[config.mk]
export PLATFORM = sky130hd
export DESIGN_NAME = button_conditioner
export DESIGN_NICKNAME = d
export VERILOG_FILES = /design/src/rtl/button_conditioner.sv
export SDC_FILE = /design/constraint.sdc
export NUM_CORES = 1
export LEC_CHECK = 0
export ABC_AREA = 1
export CAP_MARGIN = 20
export CORE_MARGIN = 1
export CORE_UTILIZATION = 45
export DETAILED_ROUTE_END_ITERATION = 12
export PLACE_DENSITY = 0.69
export REMOVE_ABC_BUFFERS = 1
export SLEW_MARGIN = 25
export SYNTH_ARGS = -nofsm -noshare
export SYNTH_HDL_FRONTEND = slang
export SYNTH_SLANG_ARGS = --single-unit
[constraint.sdc]
create_clock -name clk -period 2.03 [get_ports clk]
set_input_delay 0.406 -clock clk [delete_from_list [all_inputs] [get_ports clk]]
set_output_delay 0.406 -clock clk [all_outputs]
set_load 0.05 [all_outputs]
[src/rtl/button_conditioner.sv]
// Input conditioning for the pad buttons: two-flop synchroniser, per-button
// debounce, and sticky hold of short presses until the next frame snapshot.
module button_conditioner #(
  parameter int BUTTON_COUNT    = 12,
  parameter int DEBOUNCE_CYCLES = 250000,
  parameter int CNT_WIDTH       = 18,
  parameter int ACTIVE_LOW      = 0
) (
  input  logic                    clk,
  input  logic                    reset,
  input  logic [BUTTON_COUNT-1:0] buttons_raw,
  input  logic                    snapshot,
  output logic [BUTTON_COUNT-1:0] buttons_out,
  output logic [BUTTON_COUNT-1:0] stable,
  output logic [BUTTON_COUNT-1:0] press_event
);

  localparam logic [CNT_WIDTH-1:0] CNT_LAST = CNT_WIDTH'(DEBOUNCE_CYCLES - 1);

  logic [BUTTON_COUNT-1:0] r;
  logic [BUTTON_COUNT-1:0] sync1;
  logic [BUTTON_COUNT-1:0] s;
  logic [BUTTON_COUNT-1:0] sticky;
  logic [BUTTON_COUNT-1:0] flip;
  logic [BUTTON_COUNT-1:0] rise;
  logic [CNT_WIDTH-1:0]    cnt [BUTTON_COUNT];

  // Normalise pad polarity so everything downstream treats 1 as pressed.
  assign r = (ACTIVE_LOW != 0) ? ~buttons_raw : buttons_raw;

  always_comb begin
    flip = '0;
    for (int unsigned i = 0; i < BUTTON_COUNT; i++) begin
      flip[i] = (s[i] != stable[i]) && (cnt[i] == CNT_LAST);
    end
  end

  assign rise = flip & s;

  always_ff @(posedge clk) begin
    if (reset) begin
      sync1       <= '0;
      s           <= '0;
      stable      <= '0;
      sticky      <= '0;
      press_event <= '0;
      for (int unsigned i = 0; i < BUTTON_COUNT; i++) begin
        cnt[i] <= '0;
      end
    end else begin
      sync1       <= r;
      s           <= sync1;
      stable      <= stable ^ flip;
      press_event <= rise;
      // A rise landing on the snapshot cycle must survive into the next frame.
      sticky      <= (snapshot ? '0 : sticky) | rise;
      for (int unsigned i = 0; i < BUTTON_COUNT; i++) begin
        if (s[i] == stable[i] || flip[i]) begin
          cnt[i] <= '0;
        end else begin
          cnt[i] <= cnt[i] + 1'b1;
        end
      end
    end
  end

  assign buttons_out = stable | sticky;

endmodule

# [Yosys cells after proc, flatten, opt, wreduce, memory -nomap -nowiden]
# Memories as Yosys holds them, arrays and structs flattened.
# Index checks and enable logic that the tools add are counted.
[word_totals] romBits=0 elab_cells=205 input_bits=15 out_inout_bits=36 ramBits=216 ff_bits=60 latch_bits=0 memories=1
[memory_table] memory="cnt" words=12 word_bits=18 rd=12 rd_ports_with_merged_regs=0 wr=12 line="26" text="logic [CNT_WIDTH-1:0] cnt [BUTTON_COUNT];"
[op_classes] div_mod_pow=0 n_reduce_logical=24 eq_ne=36 bitwise=28 shift=0 n_addsub=12 n_lt_le_gt_ge=0 mux=99 mul=0
[ops] op="18-bit two-way mux" n=24
[ops] op="18-bit by 1-bit adder with 18-bit output (second input constant)" n=12
[ops] op="18-bit equality test (second input constant)" n=12
[ops] op="1-bit two-way mux" n=74
[ops] op="1-bit OR" n=24
[ops] op="12-bit OR" n=2
[ops] op="12-bit bitwise AND" n=1
[ops] op="1-bit equality test" n=12
[ops] op="1-bit logical AND" n=12
[ops] op="1-bit logical OR" n=12
[ops] op="12-bit two-way mux" n=1
[ops] op="1-bit inequality test" n=12
[ops] op="12-bit XOR" n=1

# [Longest topological paths before layout]
[logic_depth] ltp_word=8 mapped_depth=10 depth_no_buf=10

# [Least setup slack after synthesis]
# OpenSTA, ideal clock, no wires.
[synth_timing] path_type="reg2reg" from="reg (tool-made name)" to="mem cnt[4][16], in the netlist cnt[1][16], data pin" n_path_buf=1 synth_period_minus_slack_ns=1.644 path_slack_ns=0.386 setup_time_ns=0.261 required_ns=1.769 stages_incl_launch_ff=7 t_arrival_ns=1.383 cell_sequence="dfxtp_1 inv_1 o21ai_0 a21oi_2 nand2_2 buf_4 a21oi_1"
[synth_rtl] element="end, declared" line="26"

==> impl_metrics.tcl <==
set metrics [dict create \
    min_period_ns 1.971 \
    seqCellArea_um2 7687 \
    peakVddDrop_mv 0.5124 \
    leakage_nw 7.433 \
    crit_buf_inv 1 \
    async_reset_ff_frac 0 \
    fp.dieArea_um2 34990 \
    die_width_um 187.0 \
    path_clk_slew_ns 0.06 \
    status "finished, final reports clean" \
    grt_pass1_wl_um 52310 \
    wl_um 29930 \
    grt_max_degree 25 \
    diodes 0 \
    finalCritPeriodShare 0.9709 \
    place_hpwl_um 21690 \
    cap_violations 0 \
    root_buffer "clkbuf_16" \
    worstPathCellList "or2_2 -> dlygate4sd2_1" \
    synth_top_area_cell "edfxtp_1" \
    cts_buffer_depth 3 \
    synth_ff_type "edfxtp_1" \
    n_fill_cell 3133 \
    ys_seq_area_frac 0.4989 \
    io_buffers 50 \
    synth-seq-cells 276 \
    syn-cell-area_um2 15410 \
    powerDensity_nw_per_um2 750.6 \
    grt_setup_unrepaired "no" \
    core.rowCount 67 \
    cp.arrival_ns 1.56 \
    clk_latency_ns 0.52 \
    drc 0 \
    gp_congestion 0.9109 \
    finalHoldWorstSlack_ns 0.2969 \
    ios 51 \
    yosysUniqueCellTypes 36 \
    drive_gt1_frac 0.07689 \
    setup-tns-final_ns 0 \
    drt_iter0_drc 653 \
    gr-total-overflow 0 \
    die_y_um 187.0 \
    finalWorstSetupSlack_ns 0.05907 \
    synthTopCellsByArea "edfxtp_1, nand2_1, nor2_1, dfxtp_1, inv_1" \
    clock-sinks 276 \
    via_count 12410 \
    cts_tree "built" \
    drtPass1Iterations 6 \
    syn_area_per_cell_um2 8.025 \
    synth_edf_count 216 \
    setup_violations 0 \
    postCtsSetupBuffers 0 \
    start_util 0.4584 \
    track_usage 0.1771 \
    critical_path_class "reg -> out" \
    final_nets 2238 \
    hold_buffers 0 \
    cp.required_ns 1.62 \
    synth_common_cells "nand2_1, nor2_1, edfxtp_1, inv_1, nand3_1" \
    finalPower_mw 13.79 \
    finClkSkew_ns 0.01209 \
    start_kind "flop" \
    grt_pass1_vias 11900 \
    syn_to_final_growth_pct 19.25 \
    synthCells 1920 \
    slowest_delay_ns 0.42 \
    wl_per_cell_um 11.15 \
    synth_warnings 0 \
    hold_viol_final 0 \
    yosysMostFrequentCell "nand2_1" \
    maxSlewViolCount 0 \
    place_ws_ns 0.2890 \
    core_um2 33620 \
    synth_top_area_share 0.4210 \
    h-tree-depth 2 \
    hold_class "in -> reg" \
    antenna_left 0 \
    cp_top_family "buffers and inverters" \
    cts_buffers 35 \
    path_max_fanout 4 \
    antenna_found_initial 0 \
    max_clock_freq_mhz 507.4 \
    cp_slowest_cell "dlygate4sd2_1" \
    multi_input_area_um2 7587 \
    critPathCaptureType "primary output" \
    vias_per_cell 4.620 \
]
metrics by stage:
stage	std cells	util	cell area, um^2
final	2685	0.5466	18370
after global routing	2685	0.5466	18370
after CTS	2685	0.5469	18390
after detailed placement	2622	0.5105	17160
after global placement	2622	0.5105	17160
after floorplan	2114	-	16040
where the power goes:
group | internal (mW) | switching, mW | leakage (nW)
registers | 6.30 | 0.227 | 2.72
logic | 0.200 | 0.374 | 4.11
clock network | 4.33 | 2.35 | 0.607
total | 10.8 | 2.96 | 7.43
layout make-up:
| cell class | instances | area share |
|---|---|---|
| multi-input cells | 1635 | 0.4129 |
| clock buffers | 42 | 0.05141 |
| well taps | 448 | 0.03051 |
| repair buffers | 60 | 0.02846 |
| inverters | 203 | 0.04154 |
| flip-flops and latches | 276 | 0.4184 |
| clock inverters | 21 | 0.01675 |
state kept, by name, summed over array words and instances (netlist names), named ones only:
register	count
cnt	216
press_event	12
s	12
sticky	12
sync1	12
cell families (layout without fill, tap and decap cells):
kind of cell / count (synthesis) / count (layout) / synth area share
flip-flops: 276 / 276 / 0.4989
other: 1 / 216 / 0.0002434
AO/OA/AOI/OAI: 126 / 126 / 0.04222
buffers and inverters: 224 / 326 / 0.06123
XOR/XNOR: 95 / 95 / 0.05400
adder cells (fa/ha/maj): 12 / 12 / 0.009744
AND/OR/NAND/NOR: 1186 / 1186 / 0.3337
path summary, 6_finish.rpt:
check                           startpoint             end  slack (ns)  cells after the start
worst max-delay path                  flop  buttons_out[4]        0.06                      2
worst min-delay path                 reset            s[3]        0.30                      3
worst max register to register   cnt[0][0]      cnt[0][14]        0.28                      6
worst min register to register    sync1[8]            s[8]        0.40                      2
repair_timing:
item | in CTS | in global routing
resized for setup | 23 | 6
hold endpoints to repair | 0 | 0
setup endpoints to repair | 23 | 3
worst register-to-register path, cell delays in order, from the launching register on:
cell and delay, ns:
edfxtp_1 0.44, ha_1 0.25, nand3_2 0.15, nor2_2 0.16, nand2_1 0.09, nand2_2 0.29
nor2_1 0.10
metal layers:
layer / wire, um / track usage
met1: 14090 / 0.2248
met2: 13900 / 0.3024
met3: 1017 / 0.02683
met4: 923 / 0.07156
met5: 0 / 0
placed cells by master, fill, tap and decap left out, types with 26 or more instances in the layout:
master     Yosys  routed
nand2_1      464     464
xnor2_1       26      26
nor2_2        27      28
dfxtp_1       60      60
edfxtp_1     216     216
clkbuf_16      0      37
o21ai_0       36      36
nor2_1       446     445
nand3_1      105     105
conb_1         1     216
a21oi_1       83      83
inv_1        198     198
nand4_1       43      43
xor2_1        69      69
(Power assumes the default switching activity.)
